$ cat src/rtl/pipeline_sequencer.sv
// Pipeline sequencer: clock-enable divider, PC owner, N-stage issue pipeline with RAW stall and jump flush.
// Optional stall step counter built only when PIPELINE_SEQ_STALL_COUNT_EN is defined.
module pipeline_sequencer #(
    parameter int STAGES    = 4,
    parameter int MC_W      = 22,
    parameter int DATA_W    = 25,
    parameter int PC_W      = 30,
    parameter int REG_W     = 5,
    parameter int CE_DIV    = 2,
    parameter int JMP_STAGE = 1
) (
    input  logic                     clk,
    input  logic                     rst_n,
    output logic                     clk_enable,
    input  logic                     issue_valid,
    output logic                     issue_ready,
    input  logic [MC_W-1:0]          issue_mc,
    input  logic [DATA_W-1:0]        issue_data,
    input  logic [REG_W-1:0]         issue_rs1,
    input  logic [REG_W-1:0]         issue_rs2,
    input  logic [REG_W-1:0]         issue_rd,
    input  logic                     issue_rd_we,
    input  logic                     jmp_valid,
    input  logic [PC_W-1:0]          jmp_addr,
    output logic [PC_W-1:0]          pc,
    output logic [STAGES-1:0]        stage_valid,
    output logic [STAGES*MC_W-1:0]   stage_mc,
    output logic [STAGES*DATA_W-1:0] stage_data,
    output logic                     stall,
    output logic [31:0]              stall_cycles
);

    localparam int CE_W = (CE_DIV > 1) ? $clog2(CE_DIV) : 1;
    localparam logic [CE_W-1:0] CE_LAST = CE_W'(CE_DIV - 1);

    logic [CE_W-1:0]                 ce_cnt_q, ce_cnt_d;
    logic [PC_W-1:0]                 pc_q, pc_d;
    logic [STAGES-1:0]               valid_q, valid_d;
    logic [STAGES-1:0][MC_W-1:0]     mc_q, mc_d;
    logic [STAGES-1:0][DATA_W-1:0]   data_q, data_d;
    logic [STAGES-1:0][REG_W-1:0]    rd_q, rd_d;
    logic [STAGES-1:0]               rd_we_q, rd_we_d;
    logic                            hazard;

    assign clk_enable = (ce_cnt_q == CE_LAST);

    always_comb begin
        ce_cnt_d = ce_cnt_q + CE_W'(1);
        if (clk_enable) begin
            ce_cnt_d = '0;
        end
    end

    // Last stage writes back this step, so it never blocks an issue.
    always_comb begin
        hazard = 1'b0;
        for (int k = 0; k < STAGES - 1; k++) begin
            if (valid_q[k] && rd_we_q[k] && (rd_q[k] != '0) &&
                ((rd_q[k] == issue_rs1) || (rd_q[k] == issue_rs2))) begin
                hazard = 1'b1;
            end
        end
        hazard = hazard & issue_valid;
    end

    assign stall       = hazard & ~jmp_valid;
    assign issue_ready = clk_enable & ~hazard & ~jmp_valid;

    always_comb begin
        pc_d    = pc_q;
        valid_d = valid_q;
        mc_d    = mc_q;
        data_d  = data_q;
        rd_d    = rd_q;
        rd_we_d = rd_we_q;
        if (clk_enable) begin
            for (int k = STAGES - 1; k >= 1; k--) begin
                valid_d[k] = valid_q[k-1];
                mc_d[k]    = mc_q[k-1];
                data_d[k]  = data_q[k-1];
                rd_d[k]    = rd_q[k-1];
                rd_we_d[k] = rd_we_q[k-1];
            end
            valid_d[0] = 1'b0;
            mc_d[0]    = '0;
            data_d[0]  = '0;
            rd_d[0]    = '0;
            rd_we_d[0] = 1'b0;
            if (jmp_valid) begin
                pc_d = jmp_addr;
                // Younger instructions behind the jumping one are squashed.
                for (int k = 1; k <= JMP_STAGE; k++) begin
                    valid_d[k] = 1'b0;
                    mc_d[k]    = '0;
                    data_d[k]  = '0;
                    rd_d[k]    = '0;
                    rd_we_d[k] = 1'b0;
                end
            end else if (issue_valid && !hazard) begin
                pc_d       = pc_q + PC_W'(1);
                valid_d[0] = 1'b1;
                mc_d[0]    = issue_mc;
                data_d[0]  = issue_data;
                rd_d[0]    = issue_rd;
                rd_we_d[0] = issue_rd_we;
            end
        end
    end

    always_ff @(posedge clk or negedge rst_n) begin
        if (!rst_n) begin
            ce_cnt_q <= '0;
            pc_q     <= '0;
            valid_q  <= '0;
            mc_q     <= '0;
            data_q   <= '0;
            rd_q     <= '0;
            rd_we_q  <= '0;
        end else begin
            ce_cnt_q <= ce_cnt_d;
            pc_q     <= pc_d;
            valid_q  <= valid_d;
            mc_q     <= mc_d;
            data_q   <= data_d;
            rd_q     <= rd_d;
            rd_we_q  <= rd_we_d;
        end
    end

    assign pc          = pc_q;
    assign stage_valid = valid_q;
    assign stage_mc    = mc_q;
    assign stage_data  = data_q;

`ifdef PIPELINE_SEQ_STALL_COUNT_EN
    logic [31:0] stall_cnt_q, stall_cnt_d;

    always_comb begin
        stall_cnt_d = stall_cnt_q;
        if (clk_enable && stall && (stall_cnt_q != '1)) begin
            stall_cnt_d = stall_cnt_q + 32'd1;
        end
    end

    always_ff @(posedge clk or negedge rst_n) begin
        if (!rst_n) begin
            stall_cnt_q <= '0;
        end else begin
            stall_cnt_q <= stall_cnt_d;
        end
    end

    assign stall_cycles = stall_cnt_q;
`else
    assign stall_cycles = '0;
`endif

endmodule

$ cat config.mk
export PLATFORM = sky130hd
export DESIGN_NAME = pipeline_sequencer
export DESIGN_NICKNAME = d
export VERILOG_FILES = /design/src/rtl/pipeline_sequencer.sv
export SDC_FILE = /design/constraint.sdc
export NUM_CORES = 1
export LEC_CHECK = 0
export CAP_MARGIN = 20
export CORE_MARGIN = 5
export CORE_UTILIZATION = 40
export CTS_CLUSTER_SIZE = 24
export DETAILED_ROUTE_END_ITERATION = 7
export PLACE_DENSITY = 0.69
export SYNTH_ARGS = -nofsm -noshare
export SYNTH_HDL_FRONTEND = slang
export SYNTH_SLANG_ARGS = --single-unit
$ cat constraint.sdc
create_clock -name clk -period 2.9 [get_ports clk]
set_clock_uncertainty 0.2 [all_clocks]
set_input_delay 0.29 -clock clk [delete_from_list [all_inputs] [get_ports clk]]
set_output_delay 0.29 -clock clk [all_outputs]
set_load 0.03 [all_outputs]
# == Word-level counts from Yosys, hierarchy flattened ==
# Cells that the tools add are included.
# classes
add_sub_neg,2
bitwise,6
n_eq_ne,6
n_mux,21
n_reduce_logical,19
# ops
op,count
25-bit 2-to-1 mux,3
22-bit 2-to-1 mux,3
30-bit 2-to-1 mux,2
"30-bit by 1-bit adder with 30-bit output, second input constant",1
5-bit == test,6
5-bit 2-to-1 mux,3
5-bit nonzero test,3
1-bit logical AND,10
1-bit 2-to-1 mux,10
1-bit AND,4
1-bit logical OR,3
1-bit NOT,2
2-bit AND reduction,1
2-bit nonzero test,1
"1-bit adder, second input constant",1
1-bit logical NOT,1
# word_totals
reg_bits,241
out_inout_bits,257
word_cells,69
input_bits,97

# == Longest topological paths before layout ==
# Gate-level depths: netlist of run 1.
# logic_depth
ltp_word,11
depth_mapped,9
depth_no_buf,8

# == Worst setup path after synthesis of run 1 ==
# No wires, ideal clock.
# synth_path
path_kind,reg-to-reg
start,register rd_q[5] (netlist name)
end,register pc_q[12] (netlist: pc[12])
path_slack_ns,0.446
arrival_time_ns,2.133
path_stages_with_launch,7
setup_ns,0.122
synth_period_minus_slack_ns,2.454
path_cell_list,dfrtp_1 -> or3_1 -> o311a_1 -> a22oi_4 -> nand4_4 -> or3_1 -> a32o_1
# synth_via
elab_chain_len,10
# synth_rtl
item,line,text
from (decl),41,"logic [STAGES-1:0][REG_W-1:0] rd_q, rd_d;"
from (signal assigned),125,rd_q <= rd_d;
5-bit == test / 5-bit nonzero test (equally long branches),"59, 58",
1-bit logical OR / 1-bit logical AND (equally long branches),"59, 58",
1-bit logical AND *,58,if (valid_q[k] && rd_we_q[k] && (rd_q[k] != '0) &&
1-bit 2-to-1 mux * (2 in a row),58,
1-bit AND *,63,hazard = hazard & issue_valid;
1-bit logical NOT *,99,end else if (issue_valid && !hazard) begin
1-bit logical AND *,99,
2-bit nonzero test (no source line) *,-,
2-bit AND reduction (no source line) *,-,
to (signal assigned),121,pc_q <= pc_d;
to (decl),37,"logic [PC_W-1:0] pc_q, pc_d;"
# Every way passes the cells marked *; elsewhere a longest branch is shown, timed or not.
# A chain may end at the register's enable or synchronous reset.

# == Final worst setup path of run 1 ==
# layout_path
start,register rd_q[5] (netlist name)
end,output port issue_ready
# layout_via
elab_chain_len,9
# layout_rtl
item,line,text
5-bit == test / 5-bit nonzero test (equally long branches),"59, 58",
1-bit logical OR / 1-bit logical AND (equally long branches),"59, 58",
1-bit logical AND *,58,
1-bit 2-to-1 mux * (2 in a row),58,
1-bit AND *,63,
1-bit NOT *,67,assign issue_ready = clk_enable & ~hazard & ~jmp_valid;
1-bit AND * (2 in a row),67,
to (decl),16,"output logic issue_ready,"
# Marked as above.

==> results.toml, run 1 <==
[sta]
setup_viol = 0
period_share = 0.953
relSlewSlack = 0.465
hold_viol_final = 0
finalCriticalPeriod_ns = 2.76
fin_setup_tns_ns = 0
max_slew.worst_pin.slew_ns = 0.802
grt_setup_unrepaired = "false"
final_max_slew_viol_count = 0
timing.fmax_mhz = 362

[critical_path]
crit_required_ns = 2.41
crit_family = "simple AND/OR/NAND/NOR gates"
crit_fanout = 2
critPathMaxStageDelay_ns = 0.37
start_kind = "flip-flop"
crit_path_cell_trace = "or3_1, o311a_1, a22oi_4, nand2_2, nand2_2, and2_4, buf_4"
cp_slowest_cell = "dfrtp_1"
cp_common_cell = "nand2_2"
cp-end-kind = "primary output"
path_buf_inv = 1
path_class = "reg2out"
worstPathArrival_ns = 2.27

[floorplanning]
rows = 59
die_w_um = 172
dieArea_um2 = 29500
start_util = 0.405
io_pins = 354
coreArea_um2 = 25900
die_h_um = 172

[route]
totalWireLength_um = 30800
drc = 0
dr.pass1.iters = 5
wire_per_inst_um = 20.3
viasPerCell = 5.32
via_count = 8099
drt_iter0_drc = 634
ant_nets = 0

[synthesis]
synth_area_um2 = 10500
ys.flop_type = "dfrtp_1"
synthDistinctLibCells = 55
synthCells = 843
synth_edf_count = 0
async_flop_share = 1.00
ys_seq_area_frac = 0.575
ys_ff_latch = 241
synth_area_per_cell_um2 = 12.4
yosys_warnings = 0

[clock_tree]
cts_buffers = 27
cts_tree = "built"
clock_sinks = 241
clockBufferDepth = 3
cts_root_buf = "clkbuf_16"
clkLatencyLatePin_ns = 0.52
cts_htree_levels = 1
clk_pin_slew_ns = 0.06
post_cts_buffers = 0

[finish]
finalNetCount = 1265
area.growth.synth_to_final_pct = 43.6
diodes = 0
drive_above_1_share = 0.207
final_core_util = 0.581

[grt]
antenna_found_initial = 2
grt_pass1_wl_um = 47400
grt_max_degree = 158
grt_use_total = 0.199
grt_pass1_vias = 8284
grt-ovfl-total = 0

[outcome]
status = "completed"

[run]
maxCapViolCount = 0

[min_path]
hold_class = "in2async"

[placement]
dpl.hpwl_um = 21100
place_congestion = 0.845
io_buffer_count = 321

[power]
max-vdd-ir-drop_uv = 453
power.leakage_uw = 0.00671
power.density_nw_per_um2 = 545
cell usage after synthesis, types with 3 or more instances:
cell type | number | area, um^2
dfrtp_1 | 241 | 6030
mux2_2 | 102 | 1150
a22o_1 | 56 | 490
a31o_2 | 52 | 455
nor2b_1 | 52 | 325
nand2_1 | 43 | 161
clkbuf_1 | 39 | 146
buf_4 | 33 | 248
xnor2_1 | 31 | 272
nor2_1 | 29 | 109
nand3_1 | 20 | 100
o22ai_1 | 11 | 68.8
a21oi_1 | 10 | 50.1
nand4_1 | 9 | 56.3
o21ai_0 | 9 | 45.0
a22oi_1 | 8 | 60.1
buf_1 | 8 | 30.0
buf_2 | 8 | 40.0
and3_1 | 7 | 43.8
nor3_1 | 6 | 30.0
or3_1 | 6 | 37.5
o211ai_1 | 5 | 37.5
a21o_1 | 4 | 30.0
and4_1 | 4 | 35.0
a31oi_1 | 3 | 18.8
and2_1 | 3 | 18.8
mux2i_1 | 3 | 30.0
nor4_1 | 3 | 18.8
kinds of logic (layout without fill, tap and decap cells):
family,Yosys count,after routing,share of synthesized area
other,1,32,0.000358
and+or+nand+nor,190,190,0.0964
DFF,241,241,0.575
adders and majority gates,1,1,0.00119
xor gates and xnor gates,32,32,0.0267
buffers and inverters,91,403,0.0454
AOI/OAI and AO/OA,182,182,0.142
muxes,105,105,0.112
final timing paths:
| kind | slack, ns | end | from | cells past startpoint |
|---|---|---|---|---|
| max | 0.14 | issue_ready | rd_q[5] | 7 |
| min | 0.12 | stage_data[31] | rst_n | 2 |
| max reg2reg | 0.20 | pc[17] | rd_q[5] | 8 |
| min reg2reg | 0.31 | stage_mc[69] | stage_mc[69] | 1 |
| max in group asynchronous | 1.60 | stage_mc[42] | rst_n | 3 |
| min in group clk | 0.13 | pc[17] | jmp_addr[17] | 3 |
per-layer routing:
layer	global-route usage	vias to the layer above	wire length, um
met5	0	-	27
li1	-	3679	-
met4	0.0349	4	517
met2	0.334	327	14700
met1	0.264	4054	12900
met3	0.0549	35	2660
per-stage QoR:
step	instance area (um^2)	cells	hold slack (ns)	setup slack [ns]	power [uW]
floorplan	10600	874	-0.206	0.446	4220
global placement	14100	1472	0.0724	-0.0504	4760
detailed placement	14100	1472	0.0834	-0.0637	4770
CTS	15000	1521	0.110	0.00415	8310
global route	15100	1521	0.141	0.0313	8540
finish	15100	1521	0.119	0.135	8210
state kept, by name (all words and copies together) (netlist names):
name and flops:
stage_valid 4, stage_data 100, rd_we_q 3, pc 30, rd_q 15, clk_enable 1, stage_mc 88
layout by cell type (no fill, tap or decap), types with 3 or more instances in the layout:
cell type        Yosys  layout
o21ai_0              9       9
dfrtp_1            241     239
nand2_1             43      41
a21o_1               4       4
a22oi_1              8       8
nor3_1               6       6
and4_1               4       4
clkinv_2             0       4
a31oi_1              3       3
a31o_2              52      52
a22o_1              56      56
clkbuf_8             0       4
buf_12               0       7
conb_1               1      32
mux2i_1              3       3
clkbuf_1            39       6
o22ai_1             11       9
nor4_1               3       3
mux2_2             102     102
and3_1               7       6
clkbuf_16            0      27
nand3_1             20      20
nand4_1              9       9
bufinv_16            0       4
nor2_1              29      28
or3_1                6       6
clkdlybuf4s50_1      0     318
buf_4               33      24
o211ai_1             5       5
xnor2_1             31      30
a21oi_1             10      10
nor2b_1             52      52
where the power goes:
group / total (uW) / internal (uW) / switching [uW]
registers: 3610 / 3490 / 126
clock network: 3500 / 2170 / 1340
logic: 1100 / 483 / 613
total: 8210 / 6140 / 2070
worst reg2reg max path, delay by kind of cell, from the launching register on:
family          cells  cell delay [ns]
buf+inv             2             0.43
compound gates      2             0.54
simple gates        4             1.12
flops               1             0.37
timing repair:
action                                  4_1_cts  5_1_grt
endpoints found under the setup margin        2        2
endpoints found under the hold margin        72        0
hold buffers                                  1        0
gates resized for setup                       7        9
pin swaps                                     0        2
layout make-up:
cell class | instances | area [um^2]
clock buffer | 37 | 753
clock inverter | 11 | 164
fill | 2139 | 10900
inverter | 3 | 11.3
multi-input combinational | 542 | 4130
sequential | 241 | 6040
tap | 335 | 419
timing repair buffer | 352 | 3540
(Power assumes the default switching activity.)
==> run 2, diff against run 1 <==
--- a/config.mk
+++ b/config.mk
@@ -6,11 +6,13 @@
 export NUM_CORES = 1
 export LEC_CHECK = 0
 export CAP_MARGIN = 20
+export CELL_PAD_IN_SITES_DETAIL_PLACEMENT = 0
+export CELL_PAD_IN_SITES_GLOBAL_PLACEMENT = 1
 export CORE_MARGIN = 5
-export CORE_UTILIZATION = 40
-export CTS_CLUSTER_SIZE = 24
+export CORE_UTILIZATION = 36
+export CTS_CLUSTER_SIZE = 12
 export DETAILED_ROUTE_END_ITERATION = 7
-export PLACE_DENSITY = 0.69
+export PLACE_DENSITY = 0.78
 export SYNTH_ARGS = -nofsm -noshare
 export SYNTH_HDL_FRONTEND = slang
 export SYNTH_SLANG_ARGS = --single-unit
==> run 2 against run 1 <==
Compared with the run above:
- global-route usage down 1.6 points
- largest power group unchanged
- routed wire length up 1.6%
- combinational power about the same
- via count about the same
- total power down 1.7%
- fmax down 3.7%
- die area up 10%
- first-iteration DRC count down 18%
- clock-buffer cell count up 5
- non-clock buffer count up 8
- critical endpoint unchanged
==> results.toml, run 2 (synthesized netlist as in run 1, its figures left out) <==
[clock_tree]
clockBufferDepth = 3
clkLatencyLatePin_ns = 0.55
clk_pin_slew_ns = 0.06
clock_sinks = 241
cts_root_buf = "clkbuf_16"
cts_buffers = 27
cts_htree_levels = 1
cts_tree = "built"

[critical_path]
path_buf_inv = 2
cp-end-kind = "primary output"
path_class = "reg2out"
reg2reg_setup_slack_ns = 0.11
ff2ff_path_depth = 9
r2r-start = "rd_q[5]"
cp_slowest_cell = "dfrtp_1"
reg2reg_to = "pc[17]"
crit_required_ns = 2.41
crit_path_cell_trace = "or3_1, o311a_1, a22oi_4, buf_6, nand2_4, nand2_4, and2_4, buf_6"
crit_fanout = 2
worstPathArrival_ns = 2.38
crit_family = "simple AND/OR/NAND/NOR gates"
critPathMaxStageDelay_ns = 0.37
start_kind = "flip-flop"

[grt]
antenna_found_initial = 2
grt_use_total = 0.183
grt_pass1_vias = 8236
grt_pass1_wl_um = 48600
grt-ovfl-total = 0
grt_max_degree = 149

[route]
drt_iter0_drc = 519
highest_layer = "met4"
viasPerCell = 5.13
totalWireLength_um = 31300
ant_nets = 0
met2WireLength_um = 15200
wire_per_inst_um = 19.8
drt-met1-wl_um = 13300
dr.pass1.iters = 5
via_count = 8093
drc = 0
route.met3.wl_um = 2220

[floorplanning]
io_pins = 354
die_w_um = 181
start_util = 0.365
die_h_um = 181
dieArea_um2 = 32600
rows = 62
coreArea_um2 = 28700

[min_path]
hold_class = "in2async"

[finish]
fillers = 2537
final_core_util = 0.527
largest_reg_flops = 100
mostFrequentLayoutCells = "318 x clkdlybuf4s50_1, 240 x dfrtp_1, 102 x mux2_2"
regArea_um2 = 6030
finalNonFillerCells = 1579
finalNetCount = 1273
area.growth.synth_to_final_pct = 44.4
final_common_cell = "clkdlybuf4s50_1"
multi_input_area_um2 = 4140
drive_above_1_share = 0.210

[sta]
relSlewSlack = 0.504
hold_viol_final = 0
timing.fmax_mhz = 348
final_max_slew_viol_count = 0
period_share = 0.990
grt_setup_unrepaired = "true"
hold_ws_ns = 0.0422
finalCriticalPeriod_ns = 2.87
setup_viol = 0
max_slew.worst_pin.slew_ns = 0.744

[power]
power.share.sequential = 0.447
p_comb_frac = 0.137
max-vdd-ir-drop_uv = 384
internal_power_uw = 5950
swShare = 0.262
power.density_nw_per_um2 = 533
clkPwrFrac = 0.416
switchingPower_uw = 2120
power.leakage_uw = 0.00672

[placement]
io_buffer_count = 321
dpl.hpwl_um = 21600
dp_cells = 1523
place_congestion = 0.842

[run]
maxCapViolCount = 0

[outcome]
status = "completed"
run 2: timing repair:
action	CTS	global route
hold buffers	1	0
endpoints found under the hold margin	197	0
buffers inserted	3	3
resized for setup	9	3
endpoints found under the setup margin	2	2
pin swaps	5	5
run 2: worst max path at each step:
stage	startpoint	endpoint	slack [ns]	depth (start not counted)
2_1_floorplan	rd_q[5]	pc[12]	0.45	6
4_1_cts	rd_q[12]	issue_ready	-0.08	8
3_3_place_gp	issue_rs2[0]	pc[16]	0.04	8
6_report	rd_q[5]	issue_ready	0.03	8
5_1_grt	rd_q[5]	issue_ready	-0.06	8
3_5_place_dp	issue_rs1[0]	pc[16]	-0.02	8
run 2: routing by layer:
metal	vias to the layer above	global-route usage
li1	3693	-
met1	4051	0.241
met2	300	0.305
met3	49	0.0426
met4	0	0.0475
met5	-	0
run 2: layout make-up:
cell class	instances	share of cell area
Sequential cell	241	0.399
Multi-Input combinational cell	542	0.274
Timing Repair Buffer	360	0.237
Clock buffer	42	0.0530
Tap cell	384	0.0317
Clock inverter	5	0.00446
Inverter	3	0.000744
Antenna cell	2	0.000331
run 2: power by group through the flow:
| stage | sequential [uW] | clock (uW) | combinational [uW] |
|---|---|---|---|
| detailed placement | 3670 | 0 | 1100 |
| global placement | 3660 | 0 | 1100 |
| floorplan | 3880 | 0 | 341 |
| CTS | 3610 | 3460 | 1110 |
| global route | 3630 | 3600 | 1170 |
| finish | 3610 | 3360 | 1100 |
run 2: metrics by stage:
step / instance area (um^2) / total power, uW / worst slack (ns) / setup TNS [ns]
after global routing: 15100 / 8400 / -0.0634 / -0.0919
after CTS: 15100 / 8170 / -0.0797 / -0.103
after global placement: 14100 / 4760 / 0.0354 / 0
after detailed placement: 14100 / 4770 / -0.0178 / -0.0178
final: 15100 / 8070 / 0.0285 / 0
after floorplan: 10600 / 4220 / 0.446 / 0
==> run 3, diff against run 2 <==
==> constraint.sdc (replaced) <==
create_clock -name clk -period 3.1 [get_ports clk]
set_clock_uncertainty 0.2 [all_clocks]
set_input_delay 0.31 -clock clk [delete_from_list [all_inputs] [get_ports clk]]
set_output_delay 0.31 -clock clk [all_outputs]
set_load 0.03 [all_outputs]
==> run 3 against run 2 <==
Compared with the run above:
- register-to-register slack better by 0.20 ns
- setup slack better by 0.091 ns
- combinational power is 8% lower
- critical path depth is 1 lower
- via count is 1.1% lower
- routed wire length is 1.3% lower
- utilization is 0.78 points lower
==> results.toml, run 3 (synthesized netlist as in run 1, its figures left out) <==
[sta]
fin_setup_tns_ns = 0
period_share = 0.961
worst_slack_ns = 0.120
max_slew.worst_pin.slew_ns = 0.739
finalCriticalPeriod_ns = 2.98
setup_viol = 0
timing.fmax_mhz = 336
final_max_slew_viol_count = 0
relSlewSlack = 0.507
hold_viol_final = 0
grt_setup_unrepaired = "false"

[finish]
area.growth.synth_to_final_pct = 42.3
largest_reg_flops = 100
finalNonFillerCells = 1558
drive_above_1_share = 0.192
final_common_cell = "clkdlybuf4s50_1"
mostFrequentLayoutCells = "318 x clkdlybuf4s50_1, 240 x dfrtp_1, 102 x mux2_2"
finalNetCount = 1256

[power]
power_uw = 7430
max-vdd-ir-drop_uv = 383
power.leakage_uw = 0.00660
power.density_nw_per_um2 = 499

[floorplanning]
io_pins = 354
rows = 62
start_util = 0.365
dieArea_um2 = 32600
coreArea_um2 = 28700
die_h_um = 181
die_w_um = 181

[route]
viasPerCell = 5.13
via_count = 8000
ant_nets = 0
totalWireLength_um = 30900
drt_iter0_drc = 537
drc = 0
dr.pass1.iters = 5
wire_per_inst_um = 19.8

[grt]
grt_max_degree = 143
use_met3 = 0.0464
grt_pass1_vias = 8120
busiest_layer = "met2"
use_met1 = 0.245
antenna_found_initial = 1
grt_use_total = 0.181
grt_pass1_wl_um = 48300
grt-ovfl-total = 0
grt_use_met2 = 0.292

[clock_tree]
cts_htree_levels = 1
clock_sinks = 241
cts_tree = "built"
clkLatencyLatePin_ns = 0.54
cts_root_buf = "clkbuf_16"
clockBufferDepth = 3
cts_buffers = 27
clk_pin_slew_ns = 0.06

[critical_path]
crit_required_ns = 2.59
cp-end-kind = "primary output"
path_class = "reg2out"
worstPathArrival_ns = 2.47
start_kind = "flip-flop"
crit_fanout = 4

[run]
maxCapViolCount = 0

[placement]
io_buffer_count = 321
dp_cells = 1509
dpl.hpwl_um = 21300
dp_slack_ns = 0.150
place_congestion = 0.865

[outcome]
status = "completed"

[min_path]
hold_class = "in2reg"
[run 3: cell count changes in the layout (fill, tap and decap cells not counted), sizes merged]
cell | before | now
buf | 41 | 24
clkbuf | 42 | 40
clkinvlp | 1 | 0
diode | 2 | 1
[run 3: critical path, cell delays in order (launching register included)]
cell and delay (ns):
dfrtp_1 0.43, or3_1 0.38, o311a_1 0.33, a22oi_4 0.22
nand2_1 0.15, nand2_2 0.13, and2_1 0.14, buf_4 0.16
[run 3: metrics by stage]
| stage | utilization | cell area (um^2) | hold WS [ns] |
|---|---|---|---|
| floorplan | - | 10600 | -0.186 |
| global placement | 0.489 | 14000 | 0.154 |
| detailed placement | 0.489 | 14000 | 0.148 |
| CTS | 0.519 | 14900 | 0.105 |
| global route | 0.520 | 14900 | 0.145 |
| finish | 0.520 | 14900 | 0.132 |
[run 3: final cells by class]
type	instances	area, um^2
Inverter	3	11.3
Multi-Input combinational cell	542	4120
Tap cell	384	480
Antenna cell	1	2.50
Fill cell	2547	13800
Clock buffer	40	764
Timing Repair Buffer	343	3440
Clock inverter	4	60.1
Sequential cell	241	6030
[run 3: report_power, final]
part | internal (uW) | switching [uW] | leakage, uW | total, uW
combinational | 441 | 568 | 0.00297 | 1010
clock | 1780 | 1270 | 0.000404 | 3040
sequential | 3260 | 120 | 0.00323 | 3380
[run 3: worst paths after layout]
path / from / end / slack, ns / cells past startpoint
worst max-delay path: rd_q[10] / issue_ready / 0.12 / 7
worst min-delay path: jmp_addr[17] / pc[17] / 0.13 / 3
worst max register to register: rd_q[10] / pc[12] / 0.31 / 7
worst min register to register: stage_mc[78] / stage_mc[78] / 0.30 / 1
max in group asynchronous: rst_n / stage_data[41] / 1.70 / 3
min in group asynchronous: rst_n / stage_data[87] / 0.16 / 2
[run 3: layer usage]
metal  vias to the layer above  part of all wire
li1                       3643                 -
met1                      4004              0.43
met2                       310              0.47
met3                        43             0.075
met4                         0             0.022
met5                         -                 0
[run 3: repair_timing]
action,CTS,global route
setup buffers,1,2
pin swaps,1,1
gates resized for setup,1,3
setup endpoints to repair,1,3
endpoints found under the hold margin,73,0
cloned,0,0
hold buffers,1,0
